File: src/rtl/aes_pkg.sv
// Shared AES sequencing constants: round count, phase codes, FSM states.
package aes_pkg;

  localparam int unsigned NUM_ROUNDS_DEF = 10;

  localparam logic [1:0] PH_IDLE  = 2'd0;
  localparam logic [1:0] PH_INIT  = 2'd1;
  localparam logic [1:0] PH_FULL  = 2'd2;
  localparam logic [1:0] PH_FINAL = 2'd3;

  typedef enum logic [1:0] {
    ST_IDLE,
    ST_RUN,
    ST_DONE
  } state_t;

endpackage

File: src/rtl/aes_round_timer.sv
// Loadable down-counter timing the cycles spent on one round index.
module aes_round_timer #(
  parameter int unsigned CYCLES = 7
) (
  input  logic clk,
  input  logic rst,
  input  logic load,
  input  logic en,
  output logic tc
);

  localparam int unsigned CW =
    (CYCLES > 1) ? $clog2(CYCLES) : 1;
  localparam logic [CW-1:0] RELOAD = CW'(CYCLES - 1);

  logic [CW-1:0] cnt;

  always_ff @(posedge clk) begin
    if (rst || load) begin
      cnt <= RELOAD;
    end else if (en) begin
      cnt <= cnt - CW'(1);
    end
  end

  assign tc = (cnt == '0);

endmodule

File: src/rtl/aes_inv_round_sequencer.sv
// Decryption round controller: walks key index NUM_ROUNDS..0
// and tells the inverse datapath which operations to apply.
module aes_inv_round_sequencer
  import aes_pkg::*;
#(
  parameter int unsigned NUM_ROUNDS   = NUM_ROUNDS_DEF,
  parameter int unsigned ROUND_CYCLES = 7,
  parameter int unsigned IDX_W        = 4
) (
  input  logic             clk,
  input  logic             rst,
  input  logic             keys_valid,
  input  logic             in_valid,
  output logic             in_ready,
  output logic [IDX_W-1:0] key_rd_idx,
  output logic [1:0]       phase,
  output logic             round_strobe,
  output logic             busy,
  output logic             out_valid,
  input  logic             out_ready,
  output logic             abort
);

  localparam logic [IDX_W-1:0] IDX_TOP = IDX_W'(NUM_ROUNDS);

  state_t           state_q, state_d;
  logic [IDX_W-1:0] idx_q, idx_d;
  logic             abort_q, abort_d;
  logic             t_load, t_en, tc;

  aes_round_timer #(
    .CYCLES(ROUND_CYCLES)
  ) u_timer (
    .clk (clk),
    .rst (rst),
    .load(t_load),
    .en  (t_en),
    .tc  (tc)
  );

  always_ff @(posedge clk) begin
    if (rst) begin
      state_q <= ST_IDLE;
      idx_q   <= '0;
      abort_q <= 1'b0;
    end else begin
      state_q <= state_d;
      idx_q   <= idx_d;
      abort_q <= abort_d;
    end
  end

  always_comb begin
    state_d      = state_q;
    idx_d        = idx_q;
    abort_d      = 1'b0;
    t_load       = 1'b0;
    t_en         = 1'b0;
    in_ready     = 1'b0;
    busy         = 1'b0;
    phase        = PH_IDLE;
    round_strobe = 1'b0;
    out_valid    = 1'b0;
    unique case (state_q)
      ST_IDLE: begin
        in_ready = keys_valid;
        if (in_valid && keys_valid) begin
          state_d = ST_RUN;
          idx_d   = IDX_TOP;
          t_load  = 1'b1;
        end
      end
      ST_RUN: begin
        busy         = 1'b1;
        round_strobe = tc;
        unique case (1'b1)
          (idx_q == IDX_TOP): phase = PH_INIT;
          (idx_q == '0):      phase = PH_FINAL;
          default:            phase = PH_FULL;
        endcase
        if (!keys_valid) begin
          state_d = ST_IDLE;
          idx_d   = '0;
          abort_d = 1'b1;
          t_load  = 1'b1;
        end else if (tc) begin
          t_load = 1'b1;
          // round 0 is the last one; never wrap the index
          if (idx_q == '0) state_d = ST_DONE;
          else idx_d = idx_q - IDX_W'(1);
        end else begin
          t_en = 1'b1;
        end
      end
      ST_DONE: begin
        busy      = 1'b1;
        out_valid = 1'b1;
        if (out_ready) begin
          state_d = ST_IDLE;
        end else if (!keys_valid) begin
          state_d = ST_IDLE;
          abort_d = 1'b1;
        end
      end
      default: state_d = ST_IDLE;
    endcase
  end

  assign key_rd_idx = idx_q;
  assign abort      = abort_q;

endmodule

File: config.mk
export PLATFORM = sky130hd
export DESIGN_NAME = aes_inv_round_sequencer
export DESIGN_NICKNAME = d
export VERILOG_FILES = /design/src/rtl/aes_pkg.sv /design/src/rtl/aes_round_timer.sv /design/src/rtl/aes_inv_round_sequencer.sv
export SDC_FILE = /design/constraint.sdc
export NUM_CORES = 1
export LEC_CHECK = 0
export CAP_MARGIN = 5
export CORE_MARGIN = 4
export CORE_UTILIZATION = 49
export DETAILED_ROUTE_END_ITERATION = 12
export GPL_ROUTABILITY_DRIVEN = 0
export MAX_ROUTING_LAYER = met4
export PLACE_DENSITY = 0.78
export SYNTH_ARGS = -nofsm -noshare
export SYNTH_HDL_FRONTEND = slang
export SYNTH_HIERARCHICAL = 1
export SYNTH_SLANG_ARGS = --single-unit
File: constraint.sdc
create_clock -name clk -period 4.93 [get_ports clk]
set_input_delay 0.986 -clock clk [delete_from_list [all_inputs] [get_ports clk]]
set_output_delay 0.986 -clock clk [all_outputs]
set_load 0.05 [all_outputs]
==> flow_summary_export.csv, run 1 <==
group,metric,value,unit
status,status,"finished, final reports clean",
synthesis,mappedNetlistNets,95,
clocking,cts_setup_buffers,0,
final_layout,drive_above_1_share,9.09,%
route,num_vias,650,
power_and_ir_drop,p_leak,0.378,nW
grt,met1_usage,21.1,%
run,drv_cap,0,
final_layout,nets,114,
clocking,htreeDepth,1,
clocking,numCtsBuffers,3,
synthesis,yosysUniqueCellTypes,35,
final_layout,insertedDiodeCount,0,
power_and_ir_drop,total_power,0.000214,W
clocking,cts.path.max_buffers,2,
clocking,clk_latency,0.26,ns
worst_setup_path,path_cells,"clkdlybuf4s50_1, inv_1, nor2_1, clkdlybuf4s50_1",
synthesis,synth_top_area_share,27.7,%
worst_setup_path,crit_top_cell,"clkdlybuf4s50_1",
timing,rsz0062_at_grt,"no",
clocking,cts.clk_slew.worst_paths,0.06,ns
floorplan,dieWidth,46.4,µm
final_layout,syn2layout_area_growth,25.8,%
synthesis,syn_inst,82,
floorplan,pin_count,16,
timing,max_freq,274,MHz
worst_setup_path,start_kind,"input port",
route,drt_iter0_markers,17,
clocking,hold_buffers,0,
route,via_per_inst,5.70,
floorplan,die_h,46.4,µm
floorplan,core,1350,µm²
timing,setup_viol,0,
grt,busiest_layer,"met2",
power_and_ir_drop,p_per_area,235,nW/µm²
worst_setup_path,cp_slowest_cell,"clkdlybuf4s50_1",
synthesis,yosysWarnings,6,
worst_setup_path,cp.arrival,2.66,ns
route,postRouteAntennaNets,0,
final_layout,layout_common_cells,"15 x clkdlybuf4s50_1, 10 x dfxtp_1, 9 x inv_1",
worst_hold_path,min_path_cells,2,
route,drt-pass1-iter-count,4,
floorplan,start_util,53.6,%
route,drc,0,
synthesis,ys_seq_elements,10,
worst_hold_path,min_path_type,"reg2reg",
clocking,cts_resized,0,
grt,grt_pass1_vias,655,
timing,tightest_slew,0.502,ns
synthesis,synth_area,723,µm²
grt,grt_max_degree,14,
final_layout,layout_commonest_cell,"clkdlybuf4s50_1",
route,post_drt_wl_per_cell,13.6,µm
route,routed_wl,1.55,mm
final_layout,design_area,910,µm²
power_and_ir_drop,vdd_drop_max,0.153,mV
worst_setup_path,setup.worst_path.class,"in2out",
timing,finalHoldViolCount,0,
grt,gr-total-overflow,0,
worst_setup_path,slowest_delay,0.80,ns
final_layout,fillers,122,
timing,slew_violations,0,
grt,grt_use_met2,28.0,%
worst_setup_path,worst-r2r-cell-count,7,
timing,finalCritPeriodShare,73.9,%
placed_design,place_area,887,µm²
timing,setup_tns,0,ns
synthesis,synthTopCellsByArea,"dfxtp_1 28%, ha_1 14%, inv_1 4.7%",
grt,grt_pass1_wl,2.72,mm
timing,finalClockSkew,0.00208,ns
grt,track_usage,18.1,%
clocking,cts_sinks,10,
timing,slew_headroom,66.4,%
floorplan,rows,13,
timing,period_minus_slack,3.64,ns
placed_design,port_buffers,15,
placed_design,hpwl,1.20,mm
synthesis,ys_seq_area_share,27.7,%
clocking,cts_tree,"built",
worst_setup_path,crit_required,3.94,ns
worst_setup_path,worstSetupEndpointType,"output pin",
synthesis,yosysTopAreaCell,"dfxtp_1",
clocking,clockRootBuffer,"clkbuf_4",
grt,grt_use_met3,7.03,%
floorplan,dieArea,2150,µm²
worst_setup_path,path_max_fanout,8,
grt,antenna_found_initial,0,
synthesis,syn_avg_cell_area,8.82,µm²
[kinds of logic (layout without fill, tap and decap cells)]
| group | after synthesis | in the layout | synth area share, % |
|---|---|---|---|
| xor+xnor | 1 | 1 | 1.21 |
| simple gates | 32 | 32 | 26.3 |
| flops | 10 | 10 | 27.7 |
| compound gates | 19 | 19 | 22.1 |
| fa+ha+maj | 8 | 8 | 13.8 |
| buf+inv | 10 | 27 | 5.36 |
| mux | 2 | 2 | 3.46 |
[cell type report]
class	count	area (µm²)	area share (%)
clock buffers	3	22.5	2.48
inverters	9	33.8	3.71
flip-flops and latches	10	200	22.0
multi-input cells	62	484	53.2
repair buffers	15	150	16.5
well taps	15	18.8	2.06
[state kept, by name, summed over array words and instances, names as in the netlist]
signal	cells
abort	1
key_rd_idx	4
u_timer/cnt	3
state_q	2
[worst max-delay path: cells and delay by family]
family	cells	cell delay, ns
AND/OR/NAND/NOR	1	0.11
buffers and inverters	3	1.56
[routing by layer]
metal | wire length, µm | part of all wire (%)
met5 | 0 | 0
met4 | 11 | 0.71
met3 | 72 | 4.7
met2 | 773 | 50
met1 | 688 | 45
[where the power goes]
| part | leakage (nW) | internal [W] | switching (W) |
|---|---|---|---|
| clock | 0.0138 | 0.0000281 | 0.0000263 |
| combinational | 0.283 | 0.0000285 | 0.0000416 |
| sequential | 0.0814 | 0.0000846 | 0.00000470 |
| total | 0.378 | 0.000141 | 0.0000726 |
[synth_stat cells (all sizes together)]
library cell  number
dfxtp             10
inv                9
ha                 8
nand2              8
nor2               6
and2               4
nand2b             4
o21ai              3
a21oi              2
a221oi             2
a31oi              2
nor3               2
nor3b              2
o211a              2
o211ai             2
o21a               2
a211o              1
a211oi             1
and2b              1
buf                1
mux2               1
mux2i              1
nand3              1
nand4              1
nand4bb            1
nor2b              1
nor4b              1
o2111ai            1
o32ai              1
xnor2              1
[path summary, 6_finish.rpt]
check / startpoint / to / slack, ns
max: keys_valid / in_ready / 1.29
max reg2reg: u_timer/cnt[0]$_SDFFE_PP0P_ / state_q[0]$_SDFFE_PP0P_ / 3.19
min: u_timer/cnt[1]$_SDFFE_PP1P_ / u_timer/cnt[1]$_SDFFE_PP1P_ / 0.49
min reg2reg: u_timer/cnt[1]$_SDFFE_PP1P_ / u_timer/cnt[1]$_SDFFE_PP1P_ / 0.49
[stage by stage]
step / setup WS, ns / hold slack, ns / util [%] / std cells
floorplan: 1.77 / 0.459 / - / 82
global placement: 1.30 / 0.469 / 65.7 / 111
detailed placement: 1.30 / 0.485 / 65.7 / 111
CTS: 1.28 / 0.497 / 67.4 / 114
global route: 1.18 / 0.513 / 67.4 / 114
finish: 1.29 / 0.487 / 67.4 / 114
No activity file was read; power rests on OpenSTA's default activity.
==> inputs of run 2 (changes only) <==
--- a/config.mk
+++ b/config.mk
@@ -6,12 +6,13 @@
 export NUM_CORES = 1
 export LEC_CHECK = 0
 export CAP_MARGIN = 5
+export CORE_ASPECT_RATIO = 1.25
 export CORE_MARGIN = 4
-export CORE_UTILIZATION = 49
+export CORE_UTILIZATION = 43
 export DETAILED_ROUTE_END_ITERATION = 12
 export GPL_ROUTABILITY_DRIVEN = 0
 export MAX_ROUTING_LAYER = met4
-export PLACE_DENSITY = 0.78
+export PLACE_DENSITY = 0.72
 export SYNTH_ARGS = -nofsm -noshare
 export SYNTH_HDL_FRONTEND = slang
 export SYNTH_HIERARCHICAL = 1
==> constraint.sdc (replaced) <==
create_clock -name clk -period 3.1 [get_ports clk]
set_input_delay 0.62 -clock clk [delete_from_list [all_inputs] [get_ports clk]]
set_output_delay 0.62 -clock clk [all_outputs]
set_load 0.05 [all_outputs]
==> flow_summary_export.csv, run 2 (synthesized netlist as in run 1, its figures left out) <==
group,metric,value,unit
clocking,cts_sinks,10,
clocking,cts_resized,0,
floorplan,dieArea,2410,µm²
final_layout,final_cell_count_no_fill,117,
final_layout,nets,114,
worst_setup_path,crit_required,2.48,ns
clocking,cts_setup_buffers,0,
clocking,numCtsBuffers,3,
clocking,cts.clk_slew.worst_paths,0.06,ns
placed_design,hpwl,1.17,mm
floorplan,rows,16,
clocking,clockRootBuffer,"clkbuf_4",
timing,finalWorstSetupSlack,0.354,ns
worst_setup_path,path_max_fanout,13,
final_layout,insertedDiodeCount,0,
worst_setup_path,reg2reg_slack,1.38,ns
worst_setup_path,slowest_delay,0.83,ns
worst_setup_path,setup.worst_path.class,"reg2out",
floorplan,pin_count,16,
final_layout,syn2layout_area_growth,26.0,%
route,num_vias,617,
final_layout,drive_above_1_share,10.1,%
timing,setup_viol,0,
timing,slew_headroom,66.8,%
grt,grt_use_met2,24.2,%
worst_hold_path,min_path_type,"reg2reg",
power_and_ir_drop,total_power,0.000342,W
final_layout,design_area,911,µm²
placed_design,place_ws,0.656,ns
timing,finalCritPeriodShare,88.6,%
final_layout,largest_reg_flops,4,
route,via_per_inst,5.27,
route,drt-pass1-iter-count,4,
timing,rsz0062_at_grt,"no",
route,postRouteAntennaNets,0,
grt,grt_max_degree,14,
worst_setup_path,path_cells,"inv_1, ha_1, nor3b_1, clkdlybuf4s50_1",
timing,tightest_slew,0.496,ns
route,post_drt_wl_per_cell,12.5,µm
worst_setup_path,cp_slowest_cell,"clkdlybuf4s50_1",
grt,antenna_found_initial,0,
grt,gr-total-overflow,0,
floorplan,start_util,45.7,%
grt,busiest_layer,"met2",
floorplan,core,1580,µm²
grt,met1_usage,19.7,%
timing,period_minus_slack,2.75,ns
route,drt_iter0_markers,5,
placed_design,port_buffers,15,
worst_setup_path,start_kind,"register",
placed_design,place_area,888,µm²
grt,grt_pass1_wl,2.65,mm
worst_setup_path,worstSetupEndpointType,"output pin",
final_layout,layout_common_cells,"14 x clkdlybuf4s50_1, 10 x dfxtp_1, 9 x inv_1",
power_and_ir_drop,p_leak,0.379,nW
clocking,cts_tree,"built",
timing,finalHoldViolCount,0,
status,status,"finished, final reports clean",
floorplan,die_h,53.9,µm
route,routed_wl,1.46,mm
grt,track_usage,15.6,%
timing,finalClockSkew,0.00309,ns
grt,grt_use_met3,2.01,%
run,drv_cap,0,
worst_setup_path,cp.arrival,2.13,ns
power_and_ir_drop,p_per_area,376,nW/µm²
clocking,hold_buffers,0,
timing,max_freq,364,MHz
timing,slew_violations,0,
route,drc,0,
timing,setup_tns,0,ns
clocking,clk_latency,0.27,ns
placed_design,place_inst,114,
floorplan,dieWidth,44.7,µm
final_layout,layout_commonest_cell,"clkdlybuf4s50_1",
clocking,cts.path.max_buffers,2,
power_and_ir_drop,vdd_drop_max,0.308,mV
grt,grt_pass1_vias,606,
clocking,htreeDepth,1,
run 2: changes by cell type in the layout (fill, tap and decap cells not counted):
cell / change
buf_4: +1
clkdlybuf4s50_1: -1
run 2: cell type report:
type / instances / area [µm²]
Tap cell: 18 / 22.5
Timing Repair Buffer: 15 / 148
Sequential cell: 10 / 200
Inverter: 9 / 33.8
Multi-Input combinational cell: 62 / 484
Clock buffer: 3 / 22.5
Fill cell: 155 / 671
run 2: critical path: cells and delay by family (launching register included):
kind	cells	cell delay, ns
buf+inv	2	0.93
simple gates	1	0.23
fa+ha+maj	1	0.39
flops	1	0.31
run 2: metrics by stage:
step	util (%)	hold WS, ns
after floorplan	-	0.459
after global placement	56.2	0.475
after detailed placement	56.2	0.486
after CTS	57.6	0.498
after global routing	57.6	0.532
final	57.6	0.494
run 2: where the power goes:
group,internal [W],switching [W]
sequential,0.000134,0.00000697
clock,0.0000449,0.0000441
combinational,0.0000453,0.0000665
run 2: final timing paths:
kind / cells past startpoint / to / start
setup / recovery: 4 / phase[0] / state_q[1]$_SDFFE_PP0P_
hold / removal: 2 / u_timer/cnt[1]$_SDFFE_PP1P_ / u_timer/cnt[1]$_SDFFE_PP1P_
setup reg to reg: 7 / state_q[0]$_SDFFE_PP0P_ / u_timer/cnt[0]$_SDFFE_PP0P_
hold reg to reg: 2 / u_timer/cnt[1]$_SDFFE_PP1P_ / u_timer/cnt[1]$_SDFFE_PP1P_
run 2: per-layer routing:
layer  share of wire [%]  vias up
met5                   0        -
met4                 1.6        0
met1                  45      275
met2                  49       16
met3                 5.0        2
li1                    -      324
==> inputs of run 3 (changes only) <==
--- a/config.mk
+++ b/config.mk
@@ -10,9 +10,8 @@
 export CORE_MARGIN = 4
 export CORE_UTILIZATION = 43
 export DETAILED_ROUTE_END_ITERATION = 12
-export GPL_ROUTABILITY_DRIVEN = 0
 export MAX_ROUTING_LAYER = met4
-export PLACE_DENSITY = 0.72
+export PLACE_DENSITY = 0.74
 export SYNTH_ARGS = -nofsm -noshare
 export SYNTH_HDL_FRONTEND = slang
 export SYNTH_HIERARCHICAL = 1
==> flow_summary_export.csv, run 3 (synthesized netlist as in run 1, its figures left out) <==
group,metric,value,unit
clocking,cts_sinks,10,
grt,track_usage,15.3,%
power_and_ir_drop,p_leak,0.386,nW
status,status,"finished, final reports clean",
clocking,cts.clk_slew.worst_paths,0.08,ns
power_and_ir_drop,p_clk_share,32.5,%
power_and_ir_drop,p_comb_share,29.7,%
timing,slew_headroom,66.7,%
route,drc,0,
route,post_drt_wl_per_cell,12.7,µm
power_and_ir_drop,power.switching,0.000123,W
worst_setup_path,path_max_fanout,13,
power_and_ir_drop,p_per_area,404,nW/µm²
clocking,numCtsBuffers,3,
final_layout,largest_reg_flops,4,
final_layout,fillers,147,
timing,setup_viol,0,
final_layout,syn2layout_area_growth,27.9,%
final_layout,drive_above_1_share,11.0,%
timing,period_minus_slack,2.74,ns
floorplan,core,1580,µm²
timing,finalHoldViolCount,0,
floorplan,die_h,53.9,µm
grt,grt_pass1_vias,592,
final_layout,layout_common_cells,"14 x clkdlybuf4s50_1, 10 x dfxtp_1, 9 x inv_1",
clocking,clk_latency,0.27,ns
timing,finalCritPeriodShare,88.5,%
worst_hold_path,min_path_cells,2,
timing,finalWorstSetupSlack,0.356,ns
placed_design,place_ws,0.643,ns
worst_setup_path,setup.worst_path.class,"reg2out",
clocking,cts_tree,"built",
worst_setup_path,worst-r2r-cell-count,7,
final_layout,regArea,200,µm²
timing,finalClockSkew,0.00988,ns
final_layout,layout_commonest_cell,"clkdlybuf4s50_1",
placed_design,hpwl,1.17,mm
grt,grt_pass1_wl,2.62,mm
floorplan,dieArea,2410,µm²
power_and_ir_drop,seq_power_share,37.8,%
floorplan,pin_count,16,
grt,gr-total-overflow,0,
floorplan,dieWidth,44.7,µm
clocking,htreeDepth,1,
timing,setup_tns,0,ns
clocking,cts_setup_buffers,0,
floorplan,start_util,45.7,%
grt,antenna_found_initial,0,
worst_setup_path,worstSetupEndpointType,"output pin",
worst_setup_path,start_kind,"register",
timing,rsz0062_at_grt,"no",
clocking,clockRootBuffer,"clkbuf_4",
grt,grt_max_degree,14,
clocking,cts.path.max_buffers,2,
floorplan,rows,16,
timing,tightest_slew,0.498,ns
route,postRouteAntennaNets,0,
clocking,cts_resized,0,
route,via_per_inst,5.34,
clocking,hold_buffers,0,
worst_hold_path,min_path_type,"reg2reg",
power_and_ir_drop,vdd_drop_max,0.244,mV
final_layout,multi_input_area,484,µm²
placed_design,place.gp.congestion,0.746,
timing,max_freq,364,MHz
power_and_ir_drop,sw_frac_of_total,32.9,%
route,drt-pass1-iter-count,4,
worst_setup_path,crit_required,2.48,ns
worst_setup_path,cp.arrival,2.12,ns
timing,slew_violations,0,
route,num_vias,630,
placed_design,port_buffers,15,
final_layout,nets,114,
power_and_ir_drop,intPower,0.000251,W
final_layout,insertedDiodeCount,0,
route,routed_wl,1.49,mm
route,drt_iter0_markers,7,
run,drv_cap,0,
-- run 3: cell types whose count changed in the layout (fill, tap and decap cells not counted), sizes merged --
cell	before	now
clkbuf	3	4
-- run 3: metal layers --
layer	vias up	GRT usage, %	wire length (µm)
li1	329	-	-
met1	279	19.1	660
met2	18	23.7	713
met5	-	-	0
met3	4	2.34	88
met4	0	7.54	31
-- run 3: worst paths after layout --
check / end / slack [ns] / start
worst max register to register: state_q[0]$_SDFFE_PP0P_ / 1.37 / u_timer/cnt[0]$_SDFFE_PP0P_
worst min-delay path: u_timer/cnt[1]$_SDFFE_PP1P_ / 0.49 / u_timer/cnt[1]$_SDFFE_PP1P_
worst max-delay path: phase[0] / 0.36 / state_q[1]$_SDFFE_PP0P_
worst min register to register: u_timer/cnt[1]$_SDFFE_PP1P_ / 0.49 / u_timer/cnt[1]$_SDFFE_PP1P_
-- run 3: area by class of cell --
cell class	instances	share of cell area, %
clock buffers	4	3.92
inverters	9	3.65
multi-input cells	62	52.4
flip-flops and latches	10	21.7
well taps	18	2.44
repair buffers	15	16.0
-- run 3: metrics by stage --
step / cell area [µm²] / util (%) / power, W / std cells / hold WS (ns)
2_1_floorplan: 723 / - / 0.000224 / 82 / 0.459
3_3_place_gp: 888 / 56.2 / 0.000254 / 114 / 0.476
3_5_place_dp: 888 / 56.2 / 0.000256 / 114 / 0.483
4_1_cts: 925 / 58.5 / 0.000376 / 118 / 0.498
5_1_grt: 925 / 58.5 / 0.000395 / 118 / 0.513
6_report: 925 / 58.5 / 0.000374 / 118 / 0.490
-- run 3: power groups by stage --
stage	combinational, W	clock [W]	sequential [W]
5_1_grt	0.000122	0.000130	0.000143
3_5_place_dp	0.000111	0	0.000145
2_1_floorplan	0.0000706	0	0.000154
3_3_place_gp	0.000110	0	0.000144
6_report	0.000111	0.000121	0.000141
4_1_cts	0.000112	0.000123	0.000142
-- run 3: critical path, stage by stage, from the launching register on --
cell and delay (ns):
dfxtp_1 0.31, inv_1 0.09, ha_1 0.40, nor3b_1 0.22, clkdlybuf4s50_1 0.83
